**src/rtl/decode_stage_pkg.sv**
```systemverilog
// -----------------------------------------------------------------------------
// decode_stage_pkg
// Shared definitions for the decode stage:
//   - opcode constants for the supported instruction classes
//   - ALUControl and ResultSrc encodings driven toward the execute stage
//   - imm_src_t, which selects the immediate format (I, S, B, J)
//   - ctrl_t, the bundle of control signals produced by the main decoder
// Optional feature macro used by the slice: DECODE_WB_BYPASS_EN (see reg_file).
// -----------------------------------------------------------------------------
package decode_stage_pkg;

  // Opcodes (InstrD[6:0])
  localparam logic [6:0] OP_RTYPE  = 7'b0110011;
  localparam logic [6:0] OP_IALU   = 7'b0010011;
  localparam logic [6:0] OP_LOAD   = 7'b0000011;
  localparam logic [6:0] OP_STORE  = 7'b0100011;
  localparam logic [6:0] OP_BRANCH = 7'b1100011;
  localparam logic [6:0] OP_JAL    = 7'b1101111;

  // ALUControl encodings
  localparam logic [2:0] ALU_ADD = 3'b000;
  localparam logic [2:0] ALU_SUB = 3'b001;
  localparam logic [2:0] ALU_AND = 3'b010;
  localparam logic [2:0] ALU_OR  = 3'b011;
  localparam logic [2:0] ALU_SLT = 3'b101;

  // ResultSrc encodings
  localparam logic [1:0] RES_ALU = 2'b00;
  localparam logic [1:0] RES_MEM = 2'b01;
  localparam logic [1:0] RES_PC4 = 2'b10;

  // Immediate format selector
  typedef enum logic [1:0] {
    IMM_I = 2'b00,
    IMM_S = 2'b01,
    IMM_B = 2'b10,
    IMM_J = 2'b11
  } imm_src_t;

  // Control bundle carried from decode into the decode/execute register
  typedef struct packed {
    logic       reg_write;
    logic       mem_write;
    logic       branch;
    logic       jump;
    logic       alu_src;
    logic [1:0] result_src;
    logic [2:0] alu_control;
  } ctrl_t;

endpackage

```
**src/rtl/decode_stage_reg_file.sv**
```systemverilog
// -----------------------------------------------------------------------------
// reg_file
// 32 x 32-bit register file, two asynchronous read ports, one synchronous
// write port. x0 always reads as zero and writes to it are dropped.
// Every entry clears asynchronously while rst is low.
//
// Configuration macro: DECODE_WB_BYPASS_EN
//   defined   : a read of the register being written this cycle returns wd
//               (write-through)
//   undefined : such a read returns the value held before the write
//
// Ports:
//   clk  in  1   clock
//   rst  in  1   asynchronous active-low reset
//   ra1  in  5   read address, port 1
//   ra2  in  5   read address, port 2
//   rd1  out 32  read data, port 1
//   rd2  out 32  read data, port 2
//   we   in  1   write enable
//   wa   in  5   write address
//   wd   in  32  write data
// -----------------------------------------------------------------------------
module reg_file (
  input  logic        clk,
  input  logic        rst,
  input  logic [4:0]  ra1,
  input  logic [4:0]  ra2,
  output logic [31:0] rd1,
  output logic [31:0] rd2,
  input  logic        we,
  input  logic [4:0]  wa,
  input  logic [31:0] wd
);

  logic [31:0] regs [32];
  logic        wr_valid;

  assign wr_valid = we && (wa != 5'd0);

  // Async reset also kills a writeback that lands in the reset cycle.
  always_ff @(posedge clk or negedge rst) begin
    if (!rst) begin
      for (int i = 0; i < 32; i++) begin
        regs[i] <= '0;
      end
    end else if (wr_valid) begin
      regs[wa] <= wd;
    end
  end

  always_comb begin
    rd1 = (ra1 == 5'd0) ? 32'd0 : regs[ra1];
    rd2 = (ra2 == 5'd0) ? 32'd0 : regs[ra2];
`ifdef DECODE_WB_BYPASS_EN
    // wr_valid already excludes x0, so the zero register stays zero.
    if (wr_valid && (wa == ra1)) rd1 = wd;
    if (wr_valid && (wa == ra2)) rd2 = wd;
`endif
  end

endmodule

```
**src/rtl/decode_stage.sv**
```systemverilog
// -----------------------------------------------------------------------------
// decode_stage
// Decode stage of a 5-stage RV32 subset pipeline (R-type, I-ALU, lw, sw, beq,
// jal). Decodes InstrD into control signals and a sign-extended immediate,
// reads two source operands from the register file (reg_file) and registers
// everything into the decode/execute register. Unsupported opcodes decode as
// a NOP. FlushE zeroes the whole decode/execute register on the next edge.
//
// Configuration macro: DECODE_WB_BYPASS_EN (write-through inside reg_file).
//
// Ports:
//   clk, rst                     clock, asynchronous active-low reset
//   InstrD, PCD, PCPlus4D        instruction, its PC and PC+4 (decode)
//   FlushE                       load a bubble into the execute register
//   RegWriteW, RdW, ResultW      writeback port into the register file
//   RegWriteE, MemWriteE, BranchE, JumpE, ALUSrcE   registered controls
//   ResultSrcE[1:0]              00 ALU, 01 memory, 10 PC+4
//   ALUControlE[2:0]             000 add, 001 sub, 010 and, 011 or, 101 slt
//   RD1E, RD2E, ImmExtE, PCE, PCPlus4E   registered operands
//   Rs1E, Rs2E, RdE              registered register indices
// -----------------------------------------------------------------------------
module decode_stage
  import decode_stage_pkg::*;
(
  input  logic        clk,
  input  logic        rst,
  input  logic [31:0] InstrD,
  input  logic [31:0] PCD,
  input  logic [31:0] PCPlus4D,
  input  logic        FlushE,
  input  logic        RegWriteW,
  input  logic [4:0]  RdW,
  input  logic [31:0] ResultW,
  output logic        RegWriteE,
  output logic        MemWriteE,
  output logic        BranchE,
  output logic        JumpE,
  output logic        ALUSrcE,
  output logic [1:0]  ResultSrcE,
  output logic [2:0]  ALUControlE,
  output logic [31:0] RD1E,
  output logic [31:0] RD2E,
  output logic [31:0] ImmExtE,
  output logic [31:0] PCE,
  output logic [31:0] PCPlus4E,
  output logic [4:0]  Rs1E,
  output logic [4:0]  Rs2E,
  output logic [4:0]  RdE
);

  logic [6:0]  opcode;
  logic [2:0]  funct3;
  logic        funct7_b5;
  logic [4:0]  rs1;
  logic [4:0]  rs2;
  logic [4:0]  rd;

  assign opcode    = InstrD[6:0];
  assign funct3    = InstrD[14:12];
  assign funct7_b5 = InstrD[30];
  assign rs1       = InstrD[19:15];
  assign rs2       = InstrD[24:20];
  assign rd        = InstrD[11:7];

  ctrl_t       ctrl_d;
  imm_src_t    imm_src;
  logic        alu_from_funct;
  logic        is_rtype;
  logic [31:0] imm_ext;
  logic [31:0] rd1_d;
  logic [31:0] rd2_d;

  // ---------------------------------------------------------------------------
  // Main decoder + ALU decoder
  // ---------------------------------------------------------------------------
  always_comb begin
    ctrl_d         = '0;
    imm_src        = IMM_I;
    alu_from_funct = 1'b0;
    is_rtype       = 1'b0;

    case (opcode)
      OP_RTYPE: begin
        ctrl_d.reg_write = 1'b1;
        alu_from_funct   = 1'b1;
        is_rtype         = 1'b1;
      end
      OP_IALU: begin
        ctrl_d.reg_write = 1'b1;
        ctrl_d.alu_src   = 1'b1;
        alu_from_funct   = 1'b1;
      end
      OP_LOAD: begin
        ctrl_d.reg_write  = 1'b1;
        ctrl_d.alu_src    = 1'b1;
        ctrl_d.result_src = RES_MEM;
      end
      OP_STORE: begin
        ctrl_d.mem_write = 1'b1;
        ctrl_d.alu_src   = 1'b1;
        imm_src          = IMM_S;
      end
      OP_BRANCH: begin
        ctrl_d.branch      = 1'b1;
        ctrl_d.alu_control = ALU_SUB;
        imm_src            = IMM_B;
      end
      OP_JAL: begin
        ctrl_d.reg_write  = 1'b1;
        ctrl_d.jump       = 1'b1;
        ctrl_d.result_src = RES_PC4;
        imm_src           = IMM_J;
      end
      default: begin
        // Unknown opcode: leave the all-zero NOP bundle.
      end
    endcase

    // funct7[5] means sub only for register-register ops; for I-ALU the same
    // bit is part of the immediate, so addi must never turn into sub.
    if (alu_from_funct) begin
      case (funct3)
        3'b000:  ctrl_d.alu_control = (is_rtype && funct7_b5) ? ALU_SUB : ALU_ADD;
        3'b010:  ctrl_d.alu_control = ALU_SLT;
        3'b110:  ctrl_d.alu_control = ALU_OR;
        3'b111:  ctrl_d.alu_control = ALU_AND;
        default: ctrl_d.alu_control = ALU_ADD;
      endcase
    end
  end

  // ---------------------------------------------------------------------------
  // Immediate extension (always sign-extended from InstrD[31])
  // ---------------------------------------------------------------------------
  always_comb begin
    imm_ext = '0;
    case (imm_src)
      IMM_I:   imm_ext = {{20{InstrD[31]}}, InstrD[31:20]};
      IMM_S:   imm_ext = {{20{InstrD[31]}}, InstrD[31:25], InstrD[11:7]};
      IMM_B:   imm_ext = {{20{InstrD[31]}}, InstrD[7], InstrD[30:25],
                          InstrD[11:8], 1'b0};
      IMM_J:   imm_ext = {{12{InstrD[31]}}, InstrD[19:12], InstrD[20],
                          InstrD[30:21], 1'b0};
      default: imm_ext = '0;
    endcase
  end

  // ---------------------------------------------------------------------------
  // Register file
  // ---------------------------------------------------------------------------
  reg_file u_reg_file (
    .clk (clk),
    .rst (rst),
    .ra1 (rs1),
    .ra2 (rs2),
    .rd1 (rd1_d),
    .rd2 (rd2_d),
    .we  (RegWriteW),
    .wa  (RdW),
    .wd  (ResultW)
  );

  // ---------------------------------------------------------------------------
  // Decode/execute register. Flush only clears this register; the register
  // file write above is independent and still happens on the same edge.
  // ---------------------------------------------------------------------------
  always_ff @(posedge clk or negedge rst) begin
    if (!rst) begin
      RegWriteE   <= 1'b0;
      MemWriteE   <= 1'b0;
      BranchE     <= 1'b0;
      JumpE       <= 1'b0;
      ALUSrcE     <= 1'b0;
      ResultSrcE  <= 2'b00;
      ALUControlE <= 3'b000;
      RD1E        <= '0;
      RD2E        <= '0;
      ImmExtE     <= '0;
      PCE         <= '0;
      PCPlus4E    <= '0;
      Rs1E        <= '0;
      Rs2E        <= '0;
      RdE         <= '0;
    end else if (FlushE) begin
      RegWriteE   <= 1'b0;
      MemWriteE   <= 1'b0;
      BranchE     <= 1'b0;
      JumpE       <= 1'b0;
      ALUSrcE     <= 1'b0;
      ResultSrcE  <= 2'b00;
      ALUControlE <= 3'b000;
      RD1E        <= '0;
      RD2E        <= '0;
      ImmExtE     <= '0;
      PCE         <= '0;
      PCPlus4E    <= '0;
      Rs1E        <= '0;
      Rs2E        <= '0;
      RdE         <= '0;
    end else begin
      RegWriteE   <= ctrl_d.reg_write;
      MemWriteE   <= ctrl_d.mem_write;
      BranchE     <= ctrl_d.branch;
      JumpE       <= ctrl_d.jump;
      ALUSrcE     <= ctrl_d.alu_src;
      ResultSrcE  <= ctrl_d.result_src;
      ALUControlE <= ctrl_d.alu_control;
      RD1E        <= rd1_d;
      RD2E        <= rd2_d;
      ImmExtE     <= imm_ext;
      PCE         <= PCD;
      PCPlus4E    <= PCPlus4D;
      Rs1E        <= rs1;
      Rs2E        <= rs2;
      RdE         <= rd;
    end
  end

endmodule
```
**config.mk**
```make
export PLATFORM = sky130hd
export DESIGN_NAME = decode_stage
export DESIGN_NICKNAME = d
export VERILOG_FILES = /design/src/rtl/decode_stage_pkg.sv /design/src/rtl/decode_stage_reg_file.sv /design/src/rtl/decode_stage.sv
export SDC_FILE = /design/constraint.sdc
export NUM_CORES = 2
export LEC_CHECK = 0
export ABC_AREA = 0
export CORE_UTILIZATION = 65
export DETAILED_ROUTE_END_ITERATION = 16
export PLACE_DENSITY = 0.84
export SETUP_SLACK_MARGIN = 0.2
export SYNTH_ARGS = -nofsm -noshare
export SYNTH_HDL_FRONTEND = slang
export SYNTH_SLANG_ARGS = --single-unit
```
**constraint.sdc**
```tcl
create_clock -name clk -period 3.5 [get_ports clk]
set_input_delay 0.35 -clock clk [delete_from_list [all_inputs] [get_ports clk]]
set_output_delay 0.35 -clock clk [all_outputs]
set_load 0.005 [all_outputs]
```
==> flow_metrics.py <==
metrics = {
    "outcome": {
        "outcome": "complete, no violations",
    },
    "synth": {
        "ys_warn_count": 0,
        "synthArstFlopShare_pct": 100.0,
        "synth_area_sq_mm": 0.05969,
        "synth_ff_type": "dfrtp_1",
        "ys_seq_area_share_pct": 50.22,
        "synth_top_area_cell": "dfrtp_1",
        "synth_fp_nets": 4093,
        "ys_ff_latch": 1198,
        "avgSynthCellArea_sq_um": 15.09,
        "synth_cell_types": 49,
        "synth_area_leaders": "dfrtp_1 50%, mux2_2 18%, mux4_2 16%, mux2i_1 5.4%, clkbuf_1 1.5%",
        "synth-edff-count": 0,
        "syn_inst": 3956,
        "synth_top_area_share_pct": 50.22,
    },
    "setup_path": {
        "cp_cell_sequence": "clkdlybuf4s50_1, buf_4, nand2_1, nor2_2, buf_4, a22o_1, a221oi_1, a31oi_1",
        "path_buf_inv": 3,
        "critPathTopFamily": "buffers and inverters",
        "crit_path_end_kind": "flop",
        "arrival_ns": 2.94,
        "crit_path_start_kind": "input pin",
        "cp.required_ns": 4.11,
        "cpMostUsedCell": "buf_4",
        "crit_path_max_incr_delay_ns": 0.70,
        "worstSetupPathType": "input pin to flop",
        "cp_max_fo": 10,
        "critPathSlowestCell": "nor2_2",
    },
    "layout": {
        "post-route-util_pct": 75.77,
        "layout-drive-gt1-share_pct": 43.26,
        "area.sequential_sq_mm": 0.02998,
        "design_area_sq_mm": 0.06852,
        "nFillCells": 5392,
        "syn2layout_area_growth_pct": 14.78,
        "stdcell_count": 5422,
        "multiInputGateArea_sq_mm": 0.02775,
        "nNetsFinal": 4281,
    },
    "timing": {
        "hold-worst-slack_ns": 0.03306,
        "tightest_slew_ns": 1.226,
        "skew_ns": 0.01764,
        "rsz0062_at_grt": "no",
        "slew_headroom_pct": 18.01,
        "finalMaxSlewViolations": 0,
        "final.setup.tns_ns": 0,
        "period_needed_ns": 2.334,
        "fmax_mhz": 428.5,
        "finalSetupViolCount": 0,
        "post-route-period-util_pct": 66.67,
        "hold_viol": 0,
    },
    "worst_hold_path": {
        "hp-class": "input pin to flop",
    },
    "clock_network": {
        "cts_buffers": 121,
        "clock_path_buffers": 3,
        "h-tree-depth": 3,
        "clk_pin_slew_worst_paths_ns": 0.06,
        "post_cts_resized": 0,
        "clk_latency_ns": 0.72,
        "clock-root-buffer": "clkbuf_16",
        "cts_tree": "yes",
        "clock_sinks": 1198,
    },
    "routing": {
        "firstDrtPassIters": 6,
        "ant_nets": 0,
        "drc": 0,
        "wl_microns": 169600,
        "drtIter0Drc": 4162,
        "via_count": 38618,
        "via_per_inst": 7.122,
        "avgRoutedWirePerCell_microns": 31.28,
    },
    "placement": {
        "placed_area_sq_mm": 0.06437,
        "gp_congestion": 0.8656,
        "placedCellCount": 5196,
        "numPortBuffers": 321,
        "dp_hpwl_microns": 103100,
    },
    "floorplanning": {
        "row_count": 110,
        "dieArea_sq_mm": 0.09305,
        "die_w_microns": 305.0,
        "core_sq_mm": 0.09042,
        "io-pin-count": 322,
        "start_util_pct": 66.02,
        "fp.dieH_microns": 305.0,
    },
    "run": {
        "max_cap_violations": 0,
    },
    "global_routing": {
        "grt_pass1_vias": 40679,
        "antenna_found_initial": 7,
        "grt_first_pass_wirelength_microns": 258800,
        "grt_usage_pct": 37.25,
        "grt_max_degree": 123,
        "overflow": 0,
    },
    "power_and_ir_drop": {
        "p_leak_nw": 30.14,
        "p_per_area_mw_per_mm2": 564.8,
        "peakVddDrop_uv": 469.6,
    },
}
[state kept, by name (all words and copies together), names as in the netlist]
register / flops
ALUControlE: 3
ALUSrcE: 1
BranchE: 1
ImmExtE: 21
JumpE: 1
MemWriteE: 1
PCE: 32
PCPlus4E: 32
RD1E: 32
RD2E: 32
RdE: 5
RegWriteE: 1
ResultSrcE: 2
Rs1E: 5
Rs2E: 5
u_reg_file.regs: 1024
[path summary, 6_finish.rpt]
check	start	end	slack, ns	cells past startpoint
worst max-delay path	InstrD[23]	RD2E[22]	1.17	8
worst min-delay path	FlushE	PCPlus4E[7]	0.03	2
worst max register to register	u_reg_file.regs[1020]	RD2E[28]	1.58	4
worst min register to register	u_reg_file.regs[998]	u_reg_file.regs[998]	0.40	0
max in group asynchronous	rst	u_reg_file.regs[68]	1.91	3
min in group asynchronous	rst	PCPlus4E[22]	0.17	2
[timing repair]
item / 4_1_cts / 5_1_grt
setup buffers: 0 / 0
endpoints found under the hold margin: 96 / 0
hold buffers: 1 / 0
[cell type report]
type | count | area share (%)
sequential | 1198 | 43.75
multi-input combinational | 2307 | 40.50
tap | 1176 | 2.147
antenna | 2 | 0.007304
inverter | 3 | 0.01643
clock buffer | 177 | 5.361
timing repair buffer | 513 | 7.547
clock inverter | 46 | 0.6683
[worst reg2reg max path, stage by stage (launching register included)]
cell      delay (ns)
dfrtp_1         0.41
mux4_2          0.49
a22o_1          0.24
a221oi_1        0.44
a31oi_1         0.19
[layout by cell type, fill, tap and decap left out, drive strengths merged, types with 55 or more instances in the layout]
| cell | count |
|---|---|
| buf | 198 |
| nand3 | 55 |
| mux2 | 996 |
| clkbuf | 178 |
| clkdlybuf4s50 | 313 |
| dfrtp | 1198 |
| a22oi | 89 |
| mux4 | 418 |
| mux2i | 323 |
| nor2b | 92 |
[where the power goes]
group / switching, mW / internal (mW) / total, mW
registers: 1.81 / 16.3 / 18.1
logic: 2.88 / 4.41 / 7.29
clock network: 5.53 / 7.82 / 13.3
[through the flow]
| step | setup WS (ns) | power [mW] |
|---|---|---|
| detailed placement | 0.5333 | 25.38 |
| CTS | 1.269 | 38.72 |
| finish | 1.166 | 38.70 |
| floorplan | 1.549 | 22.82 |
| global route | 1.128 | 40.12 |
| global placement | 0.6154 | 24.94 |
[per-layer routing]
layer / share of wire, % / wire, microns / vias to the layer above / global-route usage [%]
li1: - / - / 15428 / -
met1: 38 / 65020 / 20455 / 50.58
met2: 47 / 80140 / 2207 / 57.99
met3: 9.6 / 16270 / 520 / 8.310
met4: 4.8 / 8148 / 8 / 17.20
met5: 0.027 / 45 / - / 0
[synth_stat cells, drive strengths merged, types with 32 or more instances]
cell / instances
nand2: 51
o22a: 32
mux2: 996
clkbuf: 237
mux4: 418
a22oi: 89
nor2b: 92
nor2: 42
o221ai: 32
dfrtp: 1198
buf: 211
mux2i: 323
nand3: 55
[cell families (layout without fill, tap and decap cells)]
| logic type | count (synthesis) | count (layout) | share of synthesized area (%) |
|---|---|---|---|
| other | 0 | 2 | 0 |
| muxes | 1737 | 1737 | 39.97 |
| DFF | 1198 | 1198 | 50.22 |
| buffers and inverters | 451 | 739 | 3.639 |
| and+or+nand+nor | 300 | 300 | 2.672 |
| AOI/OAI and AO/OA | 270 | 270 | 3.494 |
No activity file was read; power rests on OpenSTA's default activity.
